File: src/rtl/uart_rx_oversample.sv
// uart_rx_oversample: 16x oversampled UART receiver (DBIT data bits LSB first, one stop bit by default).
// Optional build macro UART_RX_PARITY_EN inserts an even-parity bit between data and stop and drives parity_err.
module uart_rx_oversample #(
  parameter int DBIT    = 8,
  parameter int SB_TICK = 16,
  parameter int DVSR    = 54
) (
  input  logic            clk,
  input  logic            reset,
  input  logic            rx,
  output logic [DBIT-1:0] dout,
  output logic            rx_done_tick,
  output logic            frame_err,
  output logic            parity_err
);
  localparam int CW = (DVSR > 1) ? $clog2(DVSR) : 1;
  localparam int NW = (DBIT > 1) ? $clog2(DBIT) : 1;
  localparam logic [CW-1:0] CNT_MAX   = CW'(DVSR - 1);
  localparam logic [3:0]    MID_TICK  = 4'd7;
  localparam logic [3:0]    LAST_TICK = 4'd15;
  localparam logic [3:0]    STOP_TICK = 4'(SB_TICK - 1);
  localparam logic [NW-1:0] N_LAST    = NW'(DBIT - 1);
`ifdef UART_RX_PARITY_EN
  typedef enum logic [2:0] {IDLE, START, DATA, PARITY, STOP} state_t;
`else
  typedef enum logic [1:0] {IDLE, START, DATA, STOP} state_t;
`endif
  state_t          r_state;
  logic            r_rx_meta;
  logic            r_rx_sync;
  logic            r_rx_prev;
  logic [CW-1:0]   r_cnt;
  logic [3:0]      r_s;
  logic [NW-1:0]   r_n;
  logic [DBIT-1:0] r_b;
  logic [DBIT-1:0] r_dout;
  logic            r_done;
  logic            r_ferr;
  logic            w_tick;
  logic            w_fall;
  assign w_tick       = (r_cnt == CNT_MAX);
  assign w_fall       = r_rx_prev & ~r_rx_sync;
  assign dout         = r_dout;
  assign rx_done_tick = r_done;
  assign frame_err    = r_ferr;
`ifdef UART_RX_PARITY_EN
  logic r_perr;
  logic r_perr_pend;
  assign parity_err = r_perr;
`else
  assign parity_err = 1'b0;
`endif
  // two-flop synchroniser plus one delayed copy for start-edge detection; idles high
  always_ff @(posedge clk) begin
    if (reset) begin
      r_rx_meta <= 1'b1;
      r_rx_sync <= 1'b1;
      r_rx_prev <= 1'b1;
    end else begin
      r_rx_meta <= rx;
      r_rx_sync <= r_rx_meta;
      r_rx_prev <= r_rx_sync;
    end
  end
  // free-running oversampling tick generator, never realigned to a frame
  always_ff @(posedge clk) begin
    if (reset) r_cnt <= '0;
    else       r_cnt <= w_tick ? '0 : r_cnt + CW'(1);
  end
  // frame FSM: start edge, mid-start check, data shift, optional parity, stop and registered result
  always_ff @(posedge clk) begin
    if (reset) begin
      r_state <= IDLE;
      r_s     <= '0;
      r_n     <= '0;
      r_b     <= '0;
      r_dout  <= '0;
      r_done  <= 1'b0;
      r_ferr  <= 1'b0;
`ifdef UART_RX_PARITY_EN
      r_perr      <= 1'b0;
      r_perr_pend <= 1'b0;
`endif
    end else begin
      r_done <= 1'b0;
      case (r_state)
        IDLE: begin
          if (w_fall) begin
            r_state <= START;
            r_s     <= '0;
          end
        end
        START: begin
          if (w_tick) begin
            if (r_s == MID_TICK) begin
              r_s     <= '0;
              r_n     <= '0;
              r_state <= r_rx_sync ? IDLE : DATA;
            end else begin
              r_s <= r_s + 4'd1;
            end
          end
        end
        DATA: begin
          if (w_tick) begin
            if (r_s == LAST_TICK) begin
              r_s <= '0;
              r_b <= {r_rx_sync, r_b[DBIT-1:1]};
              if (r_n == N_LAST) begin
`ifdef UART_RX_PARITY_EN
                r_state <= PARITY;
`else
                r_state <= STOP;
`endif
              end else begin
                r_n <= r_n + NW'(1);
              end
            end else begin
              r_s <= r_s + 4'd1;
            end
          end
        end
`ifdef UART_RX_PARITY_EN
        PARITY: begin
          if (w_tick) begin
            if (r_s == LAST_TICK) begin
              r_s         <= '0;
              r_perr_pend <= (r_rx_sync != ^r_b);
              r_state     <= STOP;
            end else begin
              r_s <= r_s + 4'd1;
            end
          end
        end
`endif
        STOP: begin
          if (w_tick) begin
            if (r_s == STOP_TICK) begin
              r_s     <= '0;
              r_dout  <= r_b;
              r_ferr  <= ~r_rx_sync;
              r_done  <= 1'b1;
              r_state <= IDLE;
`ifdef UART_RX_PARITY_EN
              r_perr  <= r_perr_pend;
`endif
            end else begin
              r_s <= r_s + 4'd1;
            end
          end
        end
        default: r_state <= IDLE;
      endcase
    end
  end
endmodule
File: config.mk
export PLATFORM = sky130hd
export DESIGN_NAME = uart_rx_oversample
export DESIGN_NICKNAME = d
export VERILOG_FILES = /design/src/rtl/uart_rx_oversample.sv
export SDC_FILE = /design/constraint.sdc
export NUM_CORES = 1
export LEC_CHECK = 0
export CORE_ASPECT_RATIO = 1.75
export CORE_MARGIN = 2
export CORE_UTILIZATION = 55
export DETAILED_ROUTE_END_ITERATION = 7
export GPL_TIMING_DRIVEN = 1
export PLACE_DENSITY = 0.86
export SYNTH_ARGS = -nofsm -noshare
export SYNTH_HDL_FRONTEND = slang
export SYNTH_SLANG_ARGS = --single-unit
File: constraint.sdc
create_clock -name clk -period 2.8 [get_ports clk]
set_clock_uncertainty 0.2 [all_clocks]
set_input_delay 0.28 -clock clk [delete_from_list [all_inputs] [get_ports clk]]
set_output_delay 0.28 -clock clk [all_outputs]
set_load 0.01 [all_outputs]
==> impl_metrics.toml, run 1 <==
[status]
status = "finished, final reports clean"

[sta]
timing.final.crit_period_ns = 2.18
fin_setup_tns_ns = 0
rsz0062_at_grt = "no"
setup_viol = 0
hold_viol = 0
drv_slew = 0
relSlewSlack_pct = 63.5
fin_crit_sh_pct = 77.7
tightestPinTransition_ns = 0.540
fmax_mhz = 459

[finish]
stdcell_area_um2 = 1760
fillers = 229
stdcell_count = 193
final_nets = 173
finalCoreUtilization_pct = 65.3
final_layout_size_suffix_gt1_share_pct = 10.8
diodes = 0
area_growth_pct = 13.5

[global_route]
grt.met1_usage_pct = 18.8
antenna_found_initial = 0
grt_first_pass_wirelength_mm = 4.79
grt_use_total_pct = 20.5
use_met2_pct = 37.4
grtUsageMet3_pct = 5.83
grt-ovfl-total = 0
grt_max_degree = 27
grt_pass1_vias = 1100
gr-max-usage-layer = "met2"

[floorplan]
die_w_um = 44.1
start_util_pct = 57.5
die-height_um = 74.2
dieArea_um2 = 3270
num_rows = 25
ios = 14
core-area_um2 = 2690

[synth]
syn-num-nets = 163
synth_cell_type_count = 38
ys_ff_latch = 36
synth-seq-area-share_pct = 46.6
yosysTopAreaCell = "dfxtp_1"
syn_avg_cell_area_um2 = 9.99
synth_top_area_share_pct = 46.6
syn_area_um2 = 1550
syn_inst = 155
synth_edf_count = 0
yosys-top-cells-count = "36 x dfxtp_1, 27 x nor2_1, 18 x mux2i_1"
yosysMostFrequentCell = "dfxtp_1"
ys_async_sr_fraction_pct = 0
ys.flop_type = "dfxtp_1"
synth.area.top_cells = "dfxtp_1 47%, mux2i_1 12%, nor2_1 6.5%"
yosys_warnings = 0

[clock_network]
cts.sinks = 36
path_clk_slew_ns = 0.07
post_cts_buffers = 0
max-clock-path-buffers = 2
cts_buffers = 5
tritoncts = "built"
h-tree-depth = 2
cts_resized = 0
clock_latency_ns = 0.29
cts-root-buf = "clkbuf_8"
ctsHoldBuffers = 0

[routing]
remaining_drc_errors = 0
antenna_left = 0
viasPerCell = 5.96
wl_per_cell_um = 15.4
drt_first_pass_iters = 6
wirelength_mm = 2.97
num_vias = 1150
drt_iter0_markers = 31

[critical_path]
cp.arrival_ns = 2.15
worst-setup-path-type = "register to register"
cp-end-kind = "register"
start_kind = "register"
cp.required_ns = 2.78
crit_path_max_fanout = 10

[place]
dp_cells = 185
globalplace.congestion = 0.792
io_buffer_count = 12
place_area_um2 = 1660
dpl.hpwl_mm = 2.04

[run]
maxCapViolCount = 0

[hold_path]
hold_path_class = "register to register"

[power]
p_leak_nw = 0.818
total_power_uw = 935
powerDensity_nw_per_um2 = 532
irDropWorstVdd_mv = 0.525
where the power goes:
part / switching, mW / internal, mW / total, mW
clock: 0.179 / 0.200 / 0.379
combinational: 0.0174 / 0.0138 / 0.0312
sequential: 0.00685 / 0.518 / 0.525
flip-flops by register name, indices dropped and copies added (netlist names), 3 cells and up, named ones only:
signal  count
dout        8
r_b         8
r_cnt       6
r_s         4
r_n         3
path summary, 6_finish.rpt:
check | startpoint | end | slack [ns] | depth (start not counted)
worst max-delay path | r_cnt[0] | r_b[7] | 0.62 | 5
worst min-delay path | r_rx_meta | r_rx_sync | 0.22 | 1
worst max register to register | r_cnt[0] | r_b[7] | 0.62 | 5
worst min register to register | r_rx_meta | r_rx_sync | 0.22 | 1
kinds of logic (layout without fill, tap and decap cells):
kind of cell    Yosys count  count (layout)  synth area share (%)
flops                    36              36                  46.6
xor+xnor                  5               5                  2.83
buf+inv                  13              24                  3.96
simple gates             61              61                  21.8
fa+ha+maj                 5               5                  4.04
compound gates           16              16                  8.89
mux                      18              18                  11.6
other cells               1               1                 0.242
critical path: stages, from the launching register on:
cell and delay, ns:
dfxtp_1 0.38, ha_1 0.16, and4b_1 0.47, nand4_2 0.41, mux2i_1 0.37, nor2_1 0.07
per-layer routing:
layer / share of wire [%] / vias up
met2: 57 / 28
met4: 3.3 / 0
met1: 36 / 551
met3: 3.6 / 10
li1: - / 561
met5: 0 / -
layout by cell type (no fill, tap or decap), drive strengths merged, types with 2 or more instances in the layout:
cell / count
o31ai: 3
and3: 3
mux2i: 18
dfxtp: 36
xor2: 2
nand4: 4
clkbuf: 7
clkdlybuf4s50: 12
ha: 5
a21o: 2
nand3b: 2
a21oi: 2
nand3: 6
buf: 2
nand2: 4
a41oi: 2
nor3b: 2
nor2: 27
or2: 4
inv: 2
and3b: 3
a311oi: 3
xnor2: 3
per-stage QoR:
| step | setup WS [ns] | hold WS [ns] |
|---|---|---|
| final | 0.623 | 0.216 |
| after global routing | 0.512 | 0.236 |
| after CTS | 0.627 | 0.218 |
| after detailed placement | 0.635 | 0.204 |
| after global placement | 0.758 | 0.194 |
| after floorplan | 0.800 | 0.184 |
area by class of cell:
type                            instances  area, um2  share of cell area (%)
Clock buffer                            7       86.3                    4.91
Clock inverter                          1       7.51                   0.427
Inverter                                2       7.51                   0.427
Multi-Input combinational cell        106        766                    43.6
Sequential cell                        36        721                    41.0
Tap cell                               27       33.8                    1.92
Timing Repair Buffer                   14        135                    7.69
Power figures use the tool's default switching activity.
==> inputs of run 2 (changes only) <==
Settings changed: CORE_UTILIZATION 55 to 50, PLACE_DENSITY 0.86 to 0.83.
Clock period 2.8 ns to 1.9 ns, I/O delays scaled along.
==> run 2 against run 1 <==
Net effect:
- the run now ends with negative setup slack left
- sequential cell count stayed put
- register-to-register slack lost 0.73 ns
- critical endpoint is now r_n[0]
- largest power group unchanged
- fmax increased by 8.5%
- critical path depth grew 1
- combinational power up 97%
- power grew 51%
==> impl_metrics.toml, run 2 (synthesized netlist as in run 1, its figures left out) <==
[status]
status = "complete, but fails checks"
violations = "negative setup slack"

[routing]
drt_iter0_markers = 42
num_vias = 1213
antenna_left = 0
remaining_drc_errors = 0
wirelength_mm = 3.31
drt_first_pass_iters = 4
wl_per_cell_um = 16.1
viasPerCell = 5.89

[floorplan]
start_util_pct = 52.9
dieArea_um2 = 3570
die_w_um = 46.1
core-area_um2 = 2930
ios = 14
die-height_um = 77.6
num_rows = 26

[global_route]
grt_use_total_pct = 20.9
grt_max_degree = 27
grt_first_pass_wirelength_mm = 5.46
grt-ovfl-total = 0
grt_pass1_vias = 1212
antenna_found_initial = 0

[finish]
area_growth_pct = 24.8
diodes = 0
final_cell_mix = "32 x dfxtp_1, 27 x nor2_1, 17 x mux2i_1"
final_common_cell = "dfxtp_1"
final_nets = 185
fillers = 230
final_layout_size_suffix_gt1_share_pct = 25.3
finalCoreUtilization_pct = 66.0

[place]
dpl.hpwl_mm = 2.29
io_buffer_count = 12
globalplace.congestion = 0.794

[sta]
timing.final.ws_setup_ns = -0.106
hold_viol = 0
rsz0062_at_grt = "yes"
fmax_mhz = 499
setup_viol = 1
fin_setup_tns_ns = -0.106
drv_slew = 0
fin_crit_sh_pct = 106
timing.final.crit_period_ns = 2.01

[critical_path]
worst_path_max_delay_cell = "or4b_4"
cp_top_family = "simple AND/OR/NAND/NOR gates"
cp.required_ns = 1.92
worst-setup-path-type = "register to register"
max_stage_delay_ns = 0.50
critPathBufInv = 0
crit_path_max_fanout = 2
cp-end-kind = "register"
cp.arrival_ns = 2.03
crit_top_cell = "ha_4"
cp_cell_sequence = "ha_4 > ha_4 > and4bb_2 > o2111ai_4 > or4b_4 > a21oi_2"
start_kind = "register"

[clock_network]
h-tree-depth = 2
cts.sinks = 36
cts-root-buf = "clkbuf_8"
clock_latency_ns = 0.29
cts_buffers = 5
max-clock-path-buffers = 2
ctsHoldBuffers = 0
path_clk_slew_ns = 0.07
tritoncts = "built"

[power]
total_power_mw = 1.42
powerDensity_nw_per_um2 = 733
irDropWorstVdd_mv = 0.557
p_leak_nw = 0.887

[hold_path]
hold_path_class = "register to register"

[run]
maxCapViolCount = 0
==> run 2: cell types whose count changed in the layout (fill, tap and decap cells not counted), moves of 3 or more <==
cell / previous run / this run
buf_4: 2 / 13
ha_1: 5 / 2
ha_4: 0 / 3
dfxtp_2: 0 / 4
dfxtp_1: 36 / 32
==> run 2: final cells by class <==
type                    count  area [um2]  share of cell area (%)
repair buffers             26         229                    11.9
clock buffers               6        82.6                    4.27
well taps                  28        35.0                    1.81
inverters                   2        7.51                   0.389
clock inverters             2        13.8                   0.712
flip-flops and latches     36         726                    37.6
multi-input cells         106         838                    43.4
==> run 2: what timing repair did <==
action,4_1_cts,5_1_grt
setup endpoints to repair,10,9
gates resized for setup,4,10
pin swaps,3,2
buffers inserted,0,1
==> run 2: path summary, 6_finish.rpt <==
path,slack [ns],startpoint,endpoint,cells after the start
setup reg to reg,-0.11,r_n[1],r_n[0],6
hold reg to reg,0.22,r_rx_meta,r_rx_sync,1
setup / recovery,-0.11,r_n[1],r_n[0],6
hold / removal,0.22,r_rx_meta,r_rx_sync,1
==> run 2: stage by stage <==
stage / setup slack [ns] / hold WS (ns) / std cells / cell area (um2)
final: -0.106 / 0.216 / 206 / 1930
after global routing: -0.158 / 0.235 / 206 / 1930
after CTS: -0.110 / 0.222 / 205 / 1890
after global placement: -0.0419 / 0.196 / 197 / 1770
after detailed placement: -0.177 / 0.203 / 197 / 1770
after floorplan: -0.0454 / 0.0938 / 155 / 1580
==> run 2: layer usage <==
metal | GRT usage [%] | routed length (um)
met1 | 21.6 | 1220
met2 | 36.0 | 1910
met3 | 4.65 | 93
met4 | 11.7 | 84
met5 | 0 | 0
==> run 2: power by group <==
group          internal (mW)  switching [mW]
sequential             0.764         0.00949
clock                  0.296           0.285
combinational         0.0290          0.0325
==> inputs of run 3 (changes only) <==
Settings changed: ABC_AREA set to 1.
==> run 3 against run 2 <==
Net effect:
- the run now ends clean
- global-route usage is 3.5 points lower
- via count is 3.0% lower
- synthesized cell count is 20% higher
- sequential power hardly changed
- synthesized area is 2.1% lower
- non-clock buffer count is 12 lower
- critical path type unchanged
- highest routed layer unchanged
==> impl_metrics.toml, run 3 <==
[critical_path]
r2r_start = "r_cnt[0]"
reg2reg_to = "r_n[0]"
worst_path_max_delay_cell = "dfxtp_1"
cp.arrival_ns = 1.63
r2r_cells = 8
crit_top_cell = "nor2_1"
start_kind = "register"
ff2ff_setup_slack_ns = 0.24
cp-end-kind = "register"
max_stage_delay_ns = 0.38
crit_path_max_fanout = 6
cp_cell_sequence = "ha_1 > nand3_2 > nor2_8 > nand3b_1 > nand2_1 > inv_1 > nor2_1 > nor2_1"
cp.required_ns = 1.88
worst-setup-path-type = "register to register"

[place]
dp_cells = 223
io_buffer_count = 12
globalplace.congestion = 0.862
dpl.hpwl_mm = 1.89

[floorplan]
num_rows = 26
start_util_pct = 52.3
core-area_um2 = 2900
die-height_um = 76.8
ios = 14
dieArea_um2 = 3500
die_w_um = 45.6

[finish]
fillers = 253
final_nets = 210
final_cell_mix = "36 x dfxtp_1, 26 x inv_1, 25 x nor2_1"
diodes = 0
area_growth_pct = 16.1
seq_area_um2 = 721
multiInputGateArea_um2 = 656
stdcell_count = 231
final_common_cell = "dfxtp_1"
final_layout_size_suffix_gt1_share_pct = 9.85
finalCoreUtilization_pct = 60.8

[clock_network]
path_clk_slew_ns = 0.07
cts_buffers = 5
cts-root-buf = "clkbuf_8"
max-clock-path-buffers = 2
cts_resized = 0
tritoncts = "built"
post_cts_buffers = 0
cts.sinks = 36
clock_latency_ns = 0.28
ctsHoldBuffers = 0
h-tree-depth = 2

[routing]
antenna_left = 0
viasPerCell = 5.10
wirelength_mm = 2.48
drt_iter0_markers = 26
num_vias = 1177
wl_per_cell_um = 10.7
remaining_drc_errors = 0
drt_first_pass_iters = 4

[power]
irDropWorstVdd_mv = 0.653
p_leak_nw = 0.753
total_power_mw = 1.47
powerDensity_nw_per_um2 = 838

[synth]
syn-num-nets = 194
synth-seq-area-share_pct = 47.6
syn_area_um2 = 1520
yosysMostFrequentCell = "dfxtp_1"
synth_edf_count = 0
synth_top_area_share_pct = 47.6
ys_ff_latch = 36
syn_avg_cell_area_um2 = 8.15
synth_cell_type_count = 25
ys_async_sr_fraction_pct = 0
yosys-top-cells-count = "36 x dfxtp_1, 26 x inv_1, 25 x nor2_1"
yosys_warnings = 0
yosysTopAreaCell = "dfxtp_1"
ys.flop_type = "dfxtp_1"
syn_inst = 186
synth.area.top_cells = "dfxtp_1 48%, a21oi_1 7.3%, inv_1 6.4%"

[sta]
setup_viol = 0
fin_setup_tns_ns = 0
fin_crit_sh_pct = 87.3
rsz0062_at_grt = "no"
worst_hold_slack_ns = 0.218
hold_viol = 0
drv_slew = 0
timing.final.crit_period_ns = 1.66
fmax_mhz = 603

[global_route]
grt_pass1_vias = 1155
grt-ovfl-total = 0
antenna_found_initial = 0
grt_use_total_pct = 17.4
grt_max_degree = 20
grt_first_pass_wirelength_mm = 4.55

[hold_path]
hold_path_depth = 1
hold_path_class = "register to register"
whs_endpoint = "r_rx_sync"
min-delay-start = "r_rx_meta"

[status]
status = "finished, final reports clean"

[run]
maxCapViolCount = 0
==> run 3: per-layer routing <==
metal	share of wire [%]	routed length [um]	track usage, %
met5	0	0	0
met4	1.9	46	9.12
met3	3.0	74	4.94
met2	55	1350	30.1
met1	40	1000	17.3
==> run 3: report_power, final <==
part	leakage (nW)	switching, mW	internal, mW
Combinational	0.408	0.0325	0.0221
Clock	0.0541	0.259	0.388
Sequential	0.291	0.00848	0.765
==> run 3: worst max-delay path by stage <==
stage / startpoint / end / slack (ns) / depth (start not counted)
after CTS: r_cnt[0] / r_n[0] / 0.21 / 8
after floorplan: r_cnt[0] / register / 0.39 / 8
after global placement: r_cnt[0] / register / 0.26 / 8
after global routing: r_cnt[0] / r_b[2] / 0.04 / 6
after detailed placement: r_cnt[0] / r_n[1] / 0.23 / 8
final: r_cnt[0] / r_n[0] / 0.24 / 8
==> run 3: cell families (layout without fill, tap and decap cells) <==
kind of cell | count (synthesis) | in the layout | synth area share [%]
compound gates | 45 | 45 | 14.9
xor+xnor | 4 | 4 | 2.31
fa+ha+maj | 5 | 5 | 4.13
buf+inv | 32 | 49 | 9.17
flops | 36 | 36 | 47.6
other cells | 1 | 1 | 0.247
simple gates | 63 | 63 | 21.6
==> run 3: metrics by stage <==
step / area (um2) / worst slack (ns)
2_1_floorplan: 1520 / 0.386
3_3_place_gp: 1650 / 0.263
3_5_place_dp: 1650 / 0.230
4_1_cts: 1760 / 0.212
5_1_grt: 1760 / 0.0392
6_report: 1760 / 0.241
==> run 3: cell type report <==
type                    instances  area share, %
clock buffers                   5           3.91
clock inverters                 3           2.42
inverters                      27           5.76
multi-input cells             118           37.3
flip-flops and latches         36           41.0
well taps                      28           1.99
repair buffers                 14           7.68
==> run 3: critical path, delay by kind of cell (launching register included) <==
family                     cells  cell delay (ns)
and+or+nand+nor                6             0.73
DFF                            1             0.38
adders and majority gates      1             0.18
buffers and inverters          1             0.06
